`config.mk`:
```
export PLATFORM = sky130hd
export DESIGN_NAME = ex_hazard_controller
export DESIGN_NICKNAME = d
export VERILOG_FILES = /design/src/rtl/ex_hazard_controller.sv
export SDC_FILE = /design/constraint.sdc
export NUM_CORES = 1
export LEC_CHECK = 0
export CORE_ASPECT_RATIO = 1.4
export CORE_MARGIN = 4
export CORE_UTILIZATION = 49
export DETAILED_ROUTE_END_ITERATION = 10
export PLACE_DENSITY = 0.93
export SETUP_SLACK_MARGIN = 0.15
export SLEW_MARGIN = 10
export SYNTH_ARGS = -nofsm -noshare
export SYNTH_HDL_FRONTEND = slang
export SYNTH_SLANG_ARGS = --single-unit
```
`constraint.sdc`:
```
create_clock -name clk -period 4.78 [get_ports clk]
set_input_delay 0.956 -clock clk [delete_from_list [all_inputs] [get_ports clk]]
set_output_delay 0.956 -clock clk [all_outputs]
set_load 0.02 [all_outputs]
```
`src/rtl/ex_hazard_controller.sv`:
```
// EX-stage hazard sequencer: slot tracking, operand forwarding, load-use and multi-cycle stalls.
// Optional WB-slot bypass (select 11) is built only when WB_BYPASS_EN is defined.
module ex_hazard_controller #(
  parameter int unsigned MUL_CYCLES = 4,
  parameter int unsigned CNT_W      = 4
) (
  input  logic       clk,
  input  logic       reset,
  input  logic       dec_valid,
  input  logic [4:0] dec_rs1,
  input  logic [4:0] dec_rs2,
  input  logic       dec_rs1_used,
  input  logic       dec_rs2_used,
  input  logic [4:0] RW_dec,
  input  logic       dec_wr_en,
  input  logic       dec_is_load,
  input  logic       dec_multi,
  input  logic       flush,
  output logic       issue,
  output logic       stall,
  output logic [1:0] fwd_a_sel,
  output logic [1:0] fwd_b_sel,
  output logic       ex_busy
);

  localparam int unsigned REG_W = 5;

  localparam logic [1:0] SEL_RF  = 2'b00;
  localparam logic [1:0] SEL_EX  = 2'b01;
  localparam logic [1:0] SEL_MEM = 2'b10;
`ifdef WB_BYPASS_EN
  localparam logic [1:0] SEL_WB  = 2'b11;
`endif

  typedef struct packed {
    logic [REG_W-1:0] rw;
    logic             wr;
    logic             load;
  } ex_slot_t;

  typedef struct packed {
    logic [REG_W-1:0] rw;
    logic             wr;
  } slot_t;

  typedef enum logic {RUN, BUSY} state_e;

  state_e           state_q, state_d;
  logic [CNT_W-1:0] cnt_q, cnt_d;
  ex_slot_t         ex_q, ex_d;
  slot_t            mem_q, mem_d;
`ifdef WB_BYPASS_EN
  slot_t            wb_q, wb_d;
`endif

  // R0 never matches: it is hardwired zero in the register file.
  function automatic logic src_match(input logic used, input logic [REG_W-1:0] src,
                                     input logic wr, input logic [REG_W-1:0] rw);
    return used && (src != REG_W'(0)) && wr && (rw == src);
  endfunction

  logic ma_ex_c, mb_ex_c, ma_mem_c, mb_mem_c;
  logic load_use_c;
  logic [1:0] a_sel_c, b_sel_c;

  assign ma_ex_c  = src_match(dec_rs1_used, dec_rs1, ex_q.wr,  ex_q.rw);
  assign mb_ex_c  = src_match(dec_rs2_used, dec_rs2, ex_q.wr,  ex_q.rw);
  assign ma_mem_c = src_match(dec_rs1_used, dec_rs1, mem_q.wr, mem_q.rw);
  assign mb_mem_c = src_match(dec_rs2_used, dec_rs2, mem_q.wr, mem_q.rw);

`ifdef WB_BYPASS_EN
  logic ma_wb_c, mb_wb_c;
  assign ma_wb_c  = src_match(dec_rs1_used, dec_rs1, wb_q.wr, wb_q.rw);
  assign mb_wb_c  = src_match(dec_rs2_used, dec_rs2, wb_q.wr, wb_q.rw);
`endif

  // Load data is not ready in EX; it resolves one cycle later from MEM.
  assign load_use_c = dec_valid && ex_q.load && (ma_ex_c || mb_ex_c);

  // Operand source selection, youngest producer first.
  always_comb begin
    a_sel_c = SEL_RF;
    if (ma_ex_c && !ex_q.load)      a_sel_c = SEL_EX;
    else if (ma_mem_c)              a_sel_c = SEL_MEM;
`ifdef WB_BYPASS_EN
    else if (ma_wb_c)               a_sel_c = SEL_WB;
`endif
  end

  always_comb begin
    b_sel_c = SEL_RF;
    if (mb_ex_c && !ex_q.load)      b_sel_c = SEL_EX;
    else if (mb_mem_c)              b_sel_c = SEL_MEM;
`ifdef WB_BYPASS_EN
    else if (mb_wb_c)               b_sel_c = SEL_WB;
`endif
  end

  always_ff @(posedge clk or posedge reset) begin
    if (reset) begin
      state_q <= RUN;
      cnt_q   <= '0;
      ex_q    <= '0;
      mem_q   <= '0;
`ifdef WB_BYPASS_EN
      wb_q    <= '0;
`endif
    end else begin
      state_q <= state_d;
      cnt_q   <= cnt_d;
      ex_q    <= ex_d;
      mem_q   <= mem_d;
`ifdef WB_BYPASS_EN
      wb_q    <= wb_d;
`endif
    end
  end

  // Next state, slot advance and sequencing outputs; flush > BUSY > load-use > issue.
  always_comb begin
    state_d   = state_q;
    cnt_d     = cnt_q;
    ex_d      = ex_q;
    mem_d.rw  = ex_q.rw;
    mem_d.wr  = ex_q.wr;
`ifdef WB_BYPASS_EN
    wb_d      = mem_q;
`endif
    issue     = 1'b0;
    stall     = 1'b0;
    ex_busy   = (state_q == BUSY);
    fwd_a_sel = a_sel_c;
    fwd_b_sel = b_sel_c;

    if (flush) begin
      ex_d    = '0;
      state_d = RUN;
      cnt_d   = '0;
      // An aborted multi-cycle op must not reach MEM.
      if (state_q == BUSY) mem_d = '0;
    end else if (state_q == BUSY) begin
      stall = 1'b1;
      mem_d = '0;
      cnt_d = cnt_q - CNT_W'(1);
      if (cnt_q == CNT_W'(1)) state_d = RUN;
    end else begin
      stall = load_use_c;
      issue = dec_valid && !load_use_c && !reset;
      if (issue) begin
        ex_d.rw   = RW_dec;
        ex_d.wr   = dec_wr_en;
        ex_d.load = dec_is_load;
      end else begin
        ex_d = '0;
      end
      if (issue && dec_multi) begin
        state_d = BUSY;
        cnt_d   = CNT_W'(MUL_CYCLES - 1);
      end
    end

    if (reset) begin
      issue     = 1'b0;
      stall     = 1'b0;
      ex_busy   = 1'b0;
      fwd_a_sel = SEL_RF;
      fwd_b_sel = SEL_RF;
    end
  end

endmodule

```
# Word level (Yosys, flattened, before mapping)

Index checks and enable logic that the tools add are counted.

Flip-flop bits (word level): 18
Input bits: 24

Reduce and logical (&&, ||, !) cells: 24
Multiplexer cells: 24
Equality and inequality tests: 6
$add $sub $neg: 1

Operator list:

| kind                                              | count |
|---|---|
| two-way mux 7 bit                                 | 3 |
| == test 5 bit                                     | 4 |
| logical AND 1 bit                                 | 17 |
| two-way mux 2 bit                                 | 6 |
| two-way mux 4 bit                                 | 3 |
| two-way mux 1 bit                                 | 11 |
| nonzero test 5 bit                                | 2 |
| two-way mux 6 bit                                 | 1 |
| == test 4 x 1 -> 1 bit (second input constant)    | 1 |
| subtractor 4 x 1 -> 4 bit (second input constant) | 1 |
| logical NOT 1 bit                                 | 3 |
| nonzero test 3 bit                                | 1 |
| != test 2 bit (second input constant)             | 1 |
| logical OR 1 bit                                  | 1 |

# Logic depth before layout (Yosys ltp)

Word-level depth: 13
Gate-level depth with buffers: 6
Mapped depth without buffers: 6

# Worst setup path after synthesis

No wires, ideal clock.

Path kind: input to output
Start: input port dec_rs1[2]
End: output port stall
Arrival: 2.209 ns
Required time: 3.824 ns
Buffers on the path: 0
Stages on the path: 6
Setup slack: 1.615 ns
Cell sequence: xor2_1 nor4_1 nand4_1 nand2_2 a31oi_1 nor3_1

Word-level cells in the longest chain between the ends: 9

RTL lines:

| element                        | line | text |
|---|---|---|
| start, declared                | 10   | `input logic [4:0] dec_rs1,` |
| nonzero test 5 bit             | 59   | `return used && (src != REG_W'(0)) && wr && (rw == src);` |
| logical AND 1 bit (2 in a row) | 59   |  |
| logical AND 1 bit (*)          | 59   |  |
| logical OR 1 bit (*)           | 78   | `assign load_use_c = dec_valid && ex_q.load && (ma_ex_c \|\| mb_ex_c);` |
| logical AND 1 bit (*)          | 78   |  |
| two-way mux 1 bit (*)          | 141  | `end else if (state_q == BUSY) begin` |
| two-way mux 1 bit (*)          | 135  | `if (flush) begin` |
| two-way mux 1 bit (*)          | 162  | `if (reset) begin` |
| end, declared                  | 20   | `output logic stall,` |

Mark *: on every way between the ends. The rest lies on a longest branch, timed or not.

# Worst setup path in the final report

Ends and elaborated chain as after synthesis.

==> results.yml <==
status:
  outcome: "completed"
routing:
  drt_wl_total_um: 2490
  wl_per_cell_um: 15.9
  vias: 896
  first_pass_iters: 4
  via_per_inst: 5.71
  ant_nets: 0
  first_iter_violations: 15
  route.detailed.drc: 0
logic_synthesis:
  synth_area_leaders: "dfrtp_1 43%, xor2_1 12%, a22o_1 6.7%"
  synth_top_area_share: 0.430
  synth_top_family_by_area: "simple AND/OR/NAND/NOR gates"
  syn_inst: 105
  synth.avg_cell_area_um2: 9.97
  synth_nets: 131
  ys_async_sr_fraction: 1.00
  synth_edf_count: 0
  synth.largest_area_cell: "dfrtp_1"
  synth-main-ff-cell: "dfrtp_1"
  post-synth-top-count-cell: "dfrtp_1"
  synth_common_cells: "18 x dfrtp_1, 14 x xor2_1, 8 x a22o_1, 8 x nor2b_1"
  syn_area_um2: 1050
  yosys_warnings: 0
  yosys.area_share.simple: 0.196
  synth_cell_type_count: 26
  synth_seq_cells: 18
  synth_xor_area_frac: 0.167
  synthMuxAreaShare: 0
  synthAdderAreaFrac: 0.0239
  yosysSeqAreaShare: 0.430
  synth-compound-area-share: 0.161
placement:
  placed_cell_area_um2: 1370
  dp_hpwl_um: 2000
  portBuffers: 30
  place.gp.congestion: 0.901
  dp_cells: 154
layout:
  nFillCells: 150
  syn2layout_area_growth_pct: 33.0
  final_area_um2: 1390
  drive_gt1_frac: 0.0588
  antenna_cells: 0
  nets: 164
  fin_cells: 157
  fin_util: 0.697
clock_tree:
  cts_hold_buf: 0
  cts_made_buffers: 3
  cts_root_buffer: "clkbuf_4"
  path_clk_slew_ps: 100
  clock_latency_ps: 280
  postCtsSetupBuffers: 0
  cts_resized: 0
  cts_tree: "built"
  cts_max_path_buffers: 2
  clkSinkCount: 18
  cts_max_level: 1
global_routing:
  grt_pass1_wl_um: 3910
  grt_start_max_net_pins: 23
  grt_use_total: 0.181
  grt_overflow: 0
  antenna_found_initial: 0
  grt_pass1_vias: 918
setup_path:
  crit_fanout: 3
  cp-end-kind: "output port"
  rrSetupSlack_ps: 2880
  start_kind: "primary input"
  cp.required_ps: 3820
  crit_family: "buffers and inverters"
  critPathMaxStageDelay_ps: 630
  path_depth: 8
  path_cells: "clkdlybuf4s50_1 > xor2_1 > nor4_1 > nand4_1 > nand2_2 > a31oi_1 > nor3_1 > clkdlybuf4s50_1"
  reg2reg_from: "ex_q[4]$_DFFE_PP0P_"
  cp-endpoint: "stall"
  critPathLaunch: "dec_rs1[2]"
  rr_endpoint: "ex_q[5]$_DFFE_PP0P_"
  critPathBufInv: 2
  crit_top_cell: "clkdlybuf4s50_1"
  crit_arrival_ps: 3170
  reg2reg_depth: 7
  cp_slowest_cell: "clkdlybuf4s50_1"
  crit_type: "in -> out"
sta:
  worst_pin_slew_ps: 540
  drv_slew: 0
  rsz0062_at_grt: "no"
  slew-limit-headroom: 0.639
  fin_crit_sh: 0.863
  fmax_mhz: 242
  skew_ps: 4.70
  min_period_ps: 4130
  setup_viol: 0
  final-hold-violation-count: 0
  timing.setup.tns_ps: 0
power_and_ir_drop:
  power_density_nw_per_um2: 217
  power_w: 0.000303
  ir_worst_vdd_mv: 0.206
  leakagePower_nw: 0.606
die:
  die_w_um: 47.1
  die-height_um: 62.7
  die-area_um2: 2950
  coreArea_um2: 2000
  initial_core_util: 0.524
  ios: 31
  row_count: 19
min_path:
  worstHoldPathType: "reg -> reg"
job:
  maxCapViolCount: 0
worst min path at each step:
stage | startpoint | endpoint | slack, ps | depth (start not counted)
3_5_place_dp | cnt_q[3]$_DFFE_PP0P_ | cnt_q[3]$_DFFE_PP0P_ | 490 | 1
5_1_grt | cnt_q[3]$_DFFE_PP0P_ | cnt_q[3]$_DFFE_PP0P_ | 540 | 1
2_1_floorplan | cnt_q[3]$_DFFE_PP0P_ | cnt_q[3]$_DFFE_PP0P_ | 460 | 1
3_3_place_gp | cnt_q[3]$_DFFE_PP0P_ | cnt_q[3]$_DFFE_PP0P_ | 480 | 1
4_1_cts | cnt_q[3]$_DFFE_PP0P_ | cnt_q[3]$_DFFE_PP0P_ | 510 | 1
6_report | cnt_q[3]$_DFFE_PP0P_ | cnt_q[3]$_DFFE_PP0P_ | 510 | 1
metrics by stage:
step           hold slack (ps)  setup WS (ps)
6_report                   512            653
5_1_grt                    543            497
4_1_cts                    506            662
3_5_place_dp               495            670
3_3_place_gp               482            735
2_1_floorplan              457           1620
cell usage in the layout (no fill, tap or decap), drive strengths merged:
cell type,netlist,layout
dfrtp,18,18
a22o,8,8
xnor2,6,6
ha,2,2
a21oi,5,5
a31oi,1,1
buf,1,1
clkdlybuf4s50,0,30
o21a,2,2
xor2,14,14
o21ai,1,1
nor2b,8,8
o2111a,2,2
nand3,2,2
nand2b,2,2
nand4,2,2
and4,2,2
nor3,6,6
inv,3,3
nand2,6,6
nor4,4,4
a311oi,2,2
clkbuf,2,3
nor2,6,6
logic make-up after synthesis:
kind of cell	Yosys count
XOR/XNOR	20
AND/OR/NAND/NOR	38
buffers and inverters	6
flip-flops	18
AO/OA/AOI/OAI	21
adder cells (fa/ha/maj)	2
registers in the layout, indices dropped and copies added (netlist names):
signal	count
state_q	1
ex_q	7
mem_q	6
cnt_q	4
report_power, final:
group          internal [W]  switching [W]  total (W)
Sequential         0.000159     0.00000886   0.000167
Combinational     0.0000353      0.0000278  0.0000631
Clock             0.0000292      0.0000431  0.0000723
Total              0.000223      0.0000798   0.000303
worst reg2reg max path: cells and delay by family, from the launching register on:
kind / cells / cell delay [ps]
compound gates: 2 / 330
buf+inv: 1 / 180
simple gates: 3 / 640
xor+xnor: 1 / 190
flops: 1 / 450
routing by layer:
| layer | wire (µm) | vias up | GRT usage |
|---|---|---|---|
| met1 | 1030 | 425 | 0.212 |
| li1 | - | 444 | - |
| met5 | 0 | - | 0 |
| met4 | 68 | 0 | 0.0796 |
| met3 | 69 | 7 | 0.0231 |
| met2 | 1330 | 20 | 0.308 |
final cells by class:
class	count	area, µm²	area share
flip-flops and latches	18	450	0.323
repair buffers	31	308	0.221
inverters	3	11.3	0.00809
clock buffers	3	22.5	0.0162
multi-input cells	81	574	0.412
well taps	21	26.3	0.0189
Power figures use the tool's default switching activity.
